`src/rtl/spi_controller.sv`:
```
// spi_controller: CPU-facing SPI master (mode 0, MSB first) with a 2-bit
// device select register and a programmable SCK divider.
//
// Ports
//   CLK1, RESET     system clock, synchronous active-high reset
//   cs              decoder select; qualifies wr_stb / rd_stb
//   addr[1:0]       0 CTRL/STATUS, 1 DATA, 2 DIV, 3 reserved
//   wr_stb, rd_stb  one-cycle bus strobes
//   wdata[7:0]      CPU write data
//   rdata[7:0]      combinational read data selected by addr
//   waiting         stretch request: cs on DATA while a byte is in flight
//   spi_sck/sdo/sdi SPI pins (sck idles low)
//   spi_select[1:0] device select, forwarded straight from the register
module spi_controller #(
  parameter logic [7:0] DIV_RESET = 8'd31
) (
  input  logic       CLK1,
  input  logic       RESET,
  input  logic       cs,
  input  logic [1:0] addr,
  input  logic       wr_stb,
  input  logic       rd_stb,
  input  logic [7:0] wdata,
  output logic [7:0] rdata,
  output logic       waiting,
  output logic       spi_sck,
  output logic       spi_sdo,
  input  logic       spi_sdi,
  output logic [1:0] spi_select
);

  localparam logic [1:0] ST_IDLE = 2'd0;
  localparam logic [1:0] ST_LOW  = 2'd1;
  localparam logic [1:0] ST_HIGH = 2'd2;

  logic [1:0] state_q,   state_d;
  logic [1:0] select_q,  select_d;
  logic [7:0] div_q,     div_d;
  logic [7:0] divcnt_q,  divcnt_d;
  logic [2:0] bitcnt_q,  bitcnt_d;
  logic [7:0] shift_q,   shift_d;
  logic [7:0] rx_q,      rx_d;
  logic       rxbit_q,   rxbit_d;
  logic       sdo_hold_q, sdo_hold_d;
  logic       overrun_q, overrun_d;

  logic busy;
  logic wr_any;

  assign busy   = (state_q != ST_IDLE);
  assign wr_any = cs && wr_stb;

  always_comb begin
    state_d    = state_q;
    select_d   = select_q;
    div_d      = div_q;
    divcnt_d   = divcnt_q;
    bitcnt_d   = bitcnt_q;
    shift_d    = shift_q;
    rx_d       = rx_q;
    rxbit_d    = rxbit_q;
    sdo_hold_d = sdo_hold_q;
    overrun_d  = overrun_q;

    // Set has priority over the STATUS-read clear.
    if (wr_any && busy && (addr != 2'd3)) begin
      overrun_d = 1'b1;
    end else if (cs && rd_stb && (addr == 2'd0)) begin
      overrun_d = 1'b0;
    end

    case (state_q)
      ST_IDLE: begin
        if (wr_any) begin
          case (addr)
            2'd0: select_d = wdata[1:0];
            2'd1: begin
              shift_d  = wdata;
              bitcnt_d = '0;
              divcnt_d = div_q;
              state_d  = ST_LOW;
            end
            2'd2: div_d = wdata;
            default: ;
          endcase
        end
      end
      ST_LOW: begin
        if (divcnt_q == '0) begin
          rxbit_d  = spi_sdi;
          divcnt_d = div_q;
          state_d  = ST_HIGH;
        end else begin
          divcnt_d = divcnt_q - 8'd1;
        end
      end
      ST_HIGH: begin
        if (divcnt_q == '0) begin
          shift_d = {shift_q[6:0], rxbit_q};
          if (bitcnt_q == 3'd7) begin
            rx_d       = {shift_q[6:0], rxbit_q};
            // Keep the last transmitted bit on the pin once the shifter moves on.
            sdo_hold_d = shift_q[7];
            state_d    = ST_IDLE;
          end else begin
            bitcnt_d = bitcnt_q + 3'd1;
            divcnt_d = div_q;
            state_d  = ST_LOW;
          end
        end else begin
          divcnt_d = divcnt_q - 8'd1;
        end
      end
      default: state_d = ST_IDLE;
    endcase
  end

  always_ff @(posedge CLK1) begin
    if (RESET) begin
      state_q    <= ST_IDLE;
      select_q   <= '0;
      div_q      <= DIV_RESET;
      divcnt_q   <= '0;
      bitcnt_q   <= '0;
      shift_q    <= '0;
      rx_q       <= '0;
      rxbit_q    <= 1'b0;
      sdo_hold_q <= 1'b0;
      overrun_q  <= 1'b0;
    end else begin
      state_q    <= state_d;
      select_q   <= select_d;
      div_q      <= div_d;
      divcnt_q   <= divcnt_d;
      bitcnt_q   <= bitcnt_d;
      shift_q    <= shift_d;
      rx_q       <= rx_d;
      rxbit_q    <= rxbit_d;
      sdo_hold_q <= sdo_hold_d;
      overrun_q  <= overrun_d;
    end
  end

  always_comb begin
    case (addr)
      2'd0:    rdata = {busy, overrun_q, 4'b0000, select_q};
      2'd1:    rdata = rx_q;
      2'd2:    rdata = div_q;
      default: rdata = '0;
    endcase
  end

  assign waiting    = cs && (addr == 2'd1) && busy;
  assign spi_sck    = (state_q == ST_HIGH);
  assign spi_sdo    = (state_q == ST_IDLE) ? sdo_hold_q : shift_q[7];
  assign spi_select = select_q;

endmodule

```
`config.mk`:
```
export PLATFORM = sky130hd
export DESIGN_NAME = spi_controller
export DESIGN_NICKNAME = d
export VERILOG_FILES = /design/src/rtl/spi_controller.sv
export SDC_FILE = /design/constraint.sdc
export NUM_CORES = 1
export LEC_CHECK = 0
export CORE_UTILIZATION = 30
export DETAILED_ROUTE_END_ITERATION = 16
export SYNTH_ARGS = -nofsm -noshare
export SYNTH_HDL_FRONTEND = slang
export SYNTH_SLANG_ARGS = --single-unit
export TNS_END_PERCENT = 1
```
`constraint.sdc`:
```
create_clock -name CLK1 -period 3.1 [get_ports CLK1]
set_clock_uncertainty 0.15 [all_clocks]
set_input_delay 0.465 -clock CLK1 [delete_from_list [all_inputs] [get_ports CLK1]]
set_output_delay 0.465 -clock CLK1 [all_outputs]
set_load 0.03 [all_outputs]
```
==> summary.md <==
| Metric | Value |
|---|---|
| Minimum clock period after layout | 2590 ps |
| Die area | 0.00814 sq mm |
| Library cell contributing the largest single delay on the critical path | or3_1 |
| Clock network latency to the later pin of the worst-skew pair | 300 ps |
| Ant diodes | 0 |
| Number of register bits inferred by synthesis | 42 |
| Number of buffers and inverters on the critical path | 1 |
| Worst-Margin Slew | 675 ps |
| Maximum resistive drop on vdd | 240 uV |
| Total wire length after detailed routing | 6190 microns |
| Hold bufs inserted after CTS | 0 |
| Instance count after placement with tap cells included | 385 |
| I/O Buffers | 28 |
| Area added between synthesis and finish | 20.3% |
| Final Hold Violating Endpoints | 0 |
| Internal power | 1.39 mW |
| Area taken by flip-flops and latches | 841 sq um |
| Mean instance size in the synthesized netlist | 8.71 sq um |
| Post-layout instance count excluding filler cells | 393 |
| Detail-routed net length per standard cell | 15.8 microns |
| Postcts setup bufs | 0 |
| Synthesized net count | 292 |
| Critical Setup Path Class | reg -> reg |
| Worst-case hold slack | 314 ps |
| Number of gates given a new drive strength after cts | 0 |
| DP Wirelength | 4440 microns |
| Min-delay src | rx_q[0] |
| Post-synthesis cell count | 268 |
| Most common cell after layout, fill and taps aside | dfxtp_1 |
| Max Root-Sink Buffers | 2 |
| Via count of the first global-routing pass | 1980 |
| Static leakage power | 0.999 nW |
| Switching power | 0.972 mW |
| CP top delay family | simple AND/OR/NAND/NOR gates |
| Fin crit share | 83.4% |
| Data required time at the worst endpoint | 3200 ps |
| Arrival @ worst endpoint | 2680 ps |
| Achievable clock frequency | 387 MHz |
| Power density of the placed cells | 842 mW/mm^2 |
| Total clock sinks | 42 |
| Summed instance area of the synthesized netlist | 0.00233 sq mm |
| Die Span X | 90.2 microns |
| Total via count after detailed routing | 2089 |
| Max cap viols | 0 |
| CP peak stage delay | 700 ps |
| Max FO, Critical Path | 14 |
| Relative slew slack | 54.7% |
| Final Max Slew Viols | 0 |
| Global-route wire length before repair | 10000 microns |
| Min-delay worst type | reg -> reg |
| Last weighted congestion value of the routability-driven placer | 0.812 |
| Pin count of the biggest net entering global routing | 37 |
| Residual DRC | 0 |
| Startpoint of the lowest-slack register-to-register path | divcnt_q[0] |
| Overall die height | 90.2 microns |
| Post-route ant nets | 0 |
| Register share of total power | 31.8% |
| Logic pwr share | 45.6% |
| Detailed Route Iter0 Violations | 129 |
| Net total in the final layout | 317 |
| Total Negative Setup Slacks | 0 ps |
| H-Tree Depth | 2 |
| Clock transition at the registers of the reported paths | 90 ps |
| Fraction of power spent switching nets | 41.1% |
| Total area of multi-input combinational cells | 0.00135 sq mm |
| Run status | completed |
| Number of inserted filler cells in the final layout | 771 |
| Site Rows | 31 |
| Number of flops mapped to enable cells by yosys | 0 |
| Ys Warns | 0 |
| Worst setup path startpoint | divcnt_q[0] |
| Relative contribution of the clock network to total power | 22.6% |
| Commonest cells after routing, fill and taps aside | dfxtp_1 (42), nand2_1 (34), a21oi_1 (30) |
| Unrepaired setup endpoints after global routing | false |
| Layout cell share with drive strength beyond 1 | 13.6% |
| CTS Buf Count | 5 |
| GRT Total Usage | 15.3% |
| Endpoint type of the worst setup path | register |
| Fin util | 38.1% |
| Core Region | 0.00737 sq mm |
| Top-Level Pins | 29 |
| Yosys cell types | 53 |
| Final setup violation count | 0 |
| Crit-path cells | inv_1 > ha_1 > or3b_2 > or3_1 > nand2_4 > o221a_2 |
| Part of the Yosys area used for sequential elements | 36.0% |
| TritonRoute pass-1 iters | 4 |
| Post-synthesis async set-or-reset flop share | 0% |
| Number of antenna violations at the first check in global routing | 0 |
| Most common flop cell mapped by yosys | dfxtp_1 |
| Total global routing overflow | 0 |
| Critical Path Start Type | register |
| Initial core utilization | 31.7% |
| Detailed-route vias per instance | 5.32 |
| Clock tree from TritonCTS | done |
| Cell at the root of the clock tree | clkbuf_8 |
sequential cells by signal, indices dropped and copies added, names as in the netlist:
register	count
spi_select	2
shift_q	8
div_q	8
state_q	2
bitcnt_q	3
sdo_hold_q	1
divcnt_q	8
overrun_q	1
rx_q	8
rxbit_q	1
Yosys cell counts, types with 2 or more instances:
library cell / number / area share [%]
clkbuf_1: 10 / 1.6
a21oi_1: 30 / 6.4
nand3_1: 12 / 2.6
o32ai_1: 3 / 1.1
a311oi_1: 6 / 2.3
nor2b_1: 5 / 1.3
buf_6: 3 / 1.4
nand4_1: 4 / 1.1
nand2_1: 34 / 5.5
a22o_1: 4 / 1.5
or3_1: 3 / 0.80
nor2_1: 13 / 2.1
o211ai_1: 2 / 0.64
o221a_2: 2 / 0.96
dfxtp_1: 42 / 36
mux2i_1: 22 / 9.4
and3_1: 2 / 0.54
ha_1: 8 / 4.3
o21ai_0: 13 / 2.8
inv_1: 9 / 1.4
buf_2: 4 / 0.86
a211oi_1: 5 / 1.6
a311oi_2: 2 / 1.3
power groups by stage:
stage	Combinational (mW)	Clock, mW	Sequential (mW)
floorplan	0.852	0	0.733
global placement	1.06	0	0.759
detailed placement	1.07	0	0.760
CTS	1.08	0.541	0.749
global route	1.19	0.560	0.768
finish	1.08	0.535	0.753
worst reg2reg max path: stages, from the launching register on:
cell	delay (ps)
dfxtp_1	340
inv_1	100
ha_1	210
or3b_2	600
or3_1	700
nand2_4	210
o221a_2	210
per-layer routing:
layer	vias up	track usage (%)	part of all wire, %
li1	1036	-	-
met1	976	21.5	48
met2	70	23.5	45
met3	7	3.30	5.9
met4	0	4.30	1.3
met5	-	0	0
metrics by stage:
step / setup WS, ps / area [sq um] / power [mW]
2_1_floorplan: 845 / 2330 / 1.59
3_3_place_gp: 535 / 2670 / 1.81
3_5_place_dp: 422 / 2670 / 1.83
4_1_cts: 520 / 2810 / 2.37
5_1_grt: 347 / 2810 / 2.52
6_report: 514 / 2810 / 2.37
final timing paths:
check / to / slack, ps / cells after the start
worst max register to register: divcnt_q[5] / 510 / 6
worst min register to register: rx_q[0] / 310 / 2
worst min-delay path: rx_q[0] / 310 / 2
worst max-delay path: divcnt_q[5] / 510 / 6
layout make-up:
cell class              instances  share of cell area, %
multi-input cells             198                   48.0
flip-flops and latches         42                   29.9
repair buffers                 37                   11.6
well taps                      99                   4.41
clock buffers                   5                   2.45
clock inverters                 3                   2.45
inverters                       9                   1.20
cell families after synthesis:
| logic type | count (synthesis) | synth area share (%) |
|---|---|---|
| AO/OA/AOI/OAI | 82 | 25.0 |
| adder cells (fa/ha/maj) | 8 | 4.29 |
| buffers and inverters | 28 | 6.27 |
| flip-flops | 42 | 36.0 |
| multiplexers | 23 | 9.91 |
| AND/OR/NAND/NOR | 85 | 18.5 |
Power figures use the tool's default switching activity.
==> variant (config.mk and constraints unchanged) <==
Reset style: asynchronous (`RESET`), changed in one clocked block. Comments in the files are not updated.
--- a/src/rtl/spi_controller.sv
+++ b/src/rtl/spi_controller.sv
@@ -115,7 +115,7 @@
     endcase
   end
 
-  always_ff @(posedge CLK1) begin
+  always_ff @(posedge CLK1 or posedge RESET) begin
     if (RESET) begin
       state_q    <= ST_IDLE;
       select_q   <= '0;
Check against the original RTL: differs if RESET is asserted again (counterexample within 4 cycles, from zero or initial values and one cycle with RESET high); with RESET held inactive, the same outputs for 4 cycles.
==> variant against the original RTL <==
  * Count of clock-buffer cells in the layout stayed put
  * Critical path depth is 2 lower
  * Synthesized cell count decreased by 23%
  * Hold slack better by 0.049 ns
  * Worst setup slack got worse by 0.023 ns
  * Power increased by 4.0%
  * Clock power decreased by 29%
  * Cell area rose by 2.9%
  * Wire length decreased by 10%
  * Sequential cell count is the same
  * Area after synthesis increased by 2.7%
  * Largest cell class unchanged
==> variant: results (changes against the original RTL) <==
{| class="wikitable"
! Metric !! Value
|-
| Global placer's final weighted congestion || 0.8144 (+0.32%)
|-
| Via count of the first global-routing pass || 1,792 (-9.5%)
|-
| Most used flip-flop cell after synthesis || sky130_fd_sc_hd__dfrtp_1
|-
| Drt total wl || 5573 um (-10%)
|-
| Clock transition at path regs || 0.09 ns (about the same)
|-
| Fraction of met3 tracks used by global routing || 3.099% (-0.20 points)
|-
| Data arrival time at the worst-slack endpoint || 1.99 ns (-0.69 ns)
|-
| Relative slew slack || 64.04% (+9.4 points)
|-
| Post-synthesis area per instance || 11.64 sq um (+34%)
|-
| Global-route met1 utilization || 20.87% (-0.63 points)
|-
| Async SR Flop Fraction || 100.0% (+100 points)
|-
| P_leak || 1.267 nW (+27%)
|-
| Area growth from synthesis to layout || 20.55%
|-
| Placement-stage cell area || 0.002798 sq mm (+4.7%)
|-
| Via count normalized by instance count || 5.105 (-4.0%)
|-
| Result of the run || finished clean
|-
| Synth warnings || 0 (unchanged)
|-
| Distinct cell type count of the synthesized netlist || 47 (-11%)
|-
| Global Route met2 Usage || 21.87% (-1.6 points)
|-
| Post-synthesis sequential area ratio || 44.08% (+8.1 points)
|-
| Detailed placement HPWL || 4164 um (-6.3%)
|-
| All-Layer GR Usage || 14.64% (-0.67 points)
|-
| Startpoint of the worst register-to-register path || divcnt_q[0]
|-
| Hold Crit Start || sdo_hold_q
|-
| Root Driver || sky130_fd_sc_hd__clkbuf_8
|-
| Initial DRC count || 96 (-26%)
|-
| Placed Cells || 335 (-13%)
|-
| Crit path max fanout || 4 (-10)
|-
| Layout cells sized above 1 || 33.20% (+20 points)
|-
| Most area-consuming cells after synthesis || sky130_fd_sc_hd__dfrtp_1, sky130_fd_sc_hd__mux2_2, sky130_fd_sc_hd__dfstp_2
|-
| Maximum number of pins on one net before global-route repair || 43 (+16%)
|-
| Fill cell count || 781 (+1.3%)
|-
| Clk buf depth || 2 (unchanged)
|-
| Average wire per standard cell || 16.25 um (+3.1%)
|-
| Final net count || 264 (-17%)
|-
| First-pass GRT wire length || 9411 um (-5.9%)
|-
| Start point of the critical path || state_q[0]
|-
| Worst ir drop on vdd || 0.3480 mV (+45%)
|-
| Ranking of synthesized cells by instance count || sky130_fd_sc_hd__dfrtp_1, sky130_fd_sc_hd__mux2_2, sky130_fd_sc_hd__inv_1
|-
| Total nets after synthesis || 230 (-21%)
|}
## variant: cell count changes after synthesis, moves of 5 or more
cell,before,now
sky130_fd_sc_hd__dfxtp_1,42,0
sky130_fd_sc_hd__dfrtp_1,0,37
sky130_fd_sc_hd__mux2_2,1,31
sky130_fd_sc_hd__nand2_1,34,8
sky130_fd_sc_hd__a21oi_1,30,7
sky130_fd_sc_hd__mux2i_1,22,5
sky130_fd_sc_hd__nand3_1,12,2
sky130_fd_sc_hd__mux2_4,0,8
sky130_fd_sc_hd__clkbuf_1,10,3
sky130_fd_sc_hd__nor2_1,13,6
sky130_fd_sc_hd__a311oi_1,6,0
sky130_fd_sc_hd__and2_1,0,5
sky130_fd_sc_hd__dfstp_2,0,5
## variant: metal layers
layer,vias up,wire length [um]
met5,-,0
met4,0,106
met3,9,241
met2,34,2500
met1,867,2725
li1,841,-
## variant: cells by family after synthesis
| kind of cell | count (synthesis) | synth area share [%] |
|---|---|---|
| muxes | 44 | 21.65 |
| adders and majority gates | 8 | 4.173 |
| AOI/OAI and AO/OA | 48 | 14.71 |
| buffers and inverters | 20 | 3.651 |
| DFF | 42 | 44.08 |
| and+or+nand+nor | 44 | 11.74 |
## variant: cell type report
type                       count  area share [%]
sequential                    42           36.56
tap                          102           4.414
clock inverter                 3          0.8654
timing repair buffer          36           10.99
clock buffer                   5           2.380
inverter                      11           1.428
multi-input combinational    144           43.36
## variant: critical path, stage by stage, from the launching register on
cell	delay (ns)
sky130_fd_sc_hd__dfrtp_1	0.43
sky130_fd_sc_hd__inv_1	0.09
sky130_fd_sc_hd__ha_1	0.23
sky130_fd_sc_hd__mux2_2	0.35
sky130_fd_sc_hd__clkdlybuf4s50_1	0.59
## variant: through the flow
stage	worst slack, ns	hold slack, ns
floorplan	0.8519	0.3134
global placement	0.4878	0.3331
detailed placement	0.4478	0.3451
CTS	0.4861	0.3669
global route	0.4175	0.3865
finish	0.4912	0.3623
## variant: worst paths after layout
| kind | to | slack, ns | cells past startpoint |
|---|---|---|---|
| hold reg to reg | sdo_hold_q | 0.36 | 1 |
| setup / recovery | spi_sdo | 0.49 | 4 |
| hold / removal | sdo_hold_q | 0.36 | 1 |
| max in group asynchronous | div_q[0] | 1.97 | 3 |
| setup reg to reg | shift_q[0] | 0.60 | 6 |
| min in group asynchronous | divcnt_q[0] | 0.45 | 3 |
## variant: power by group
part	total, mW	switching, mW	internal, mW
Clock	0.381	0.218	0.163
Combinational	1.10	0.547	0.554
Sequential	0.978	0.205	0.773
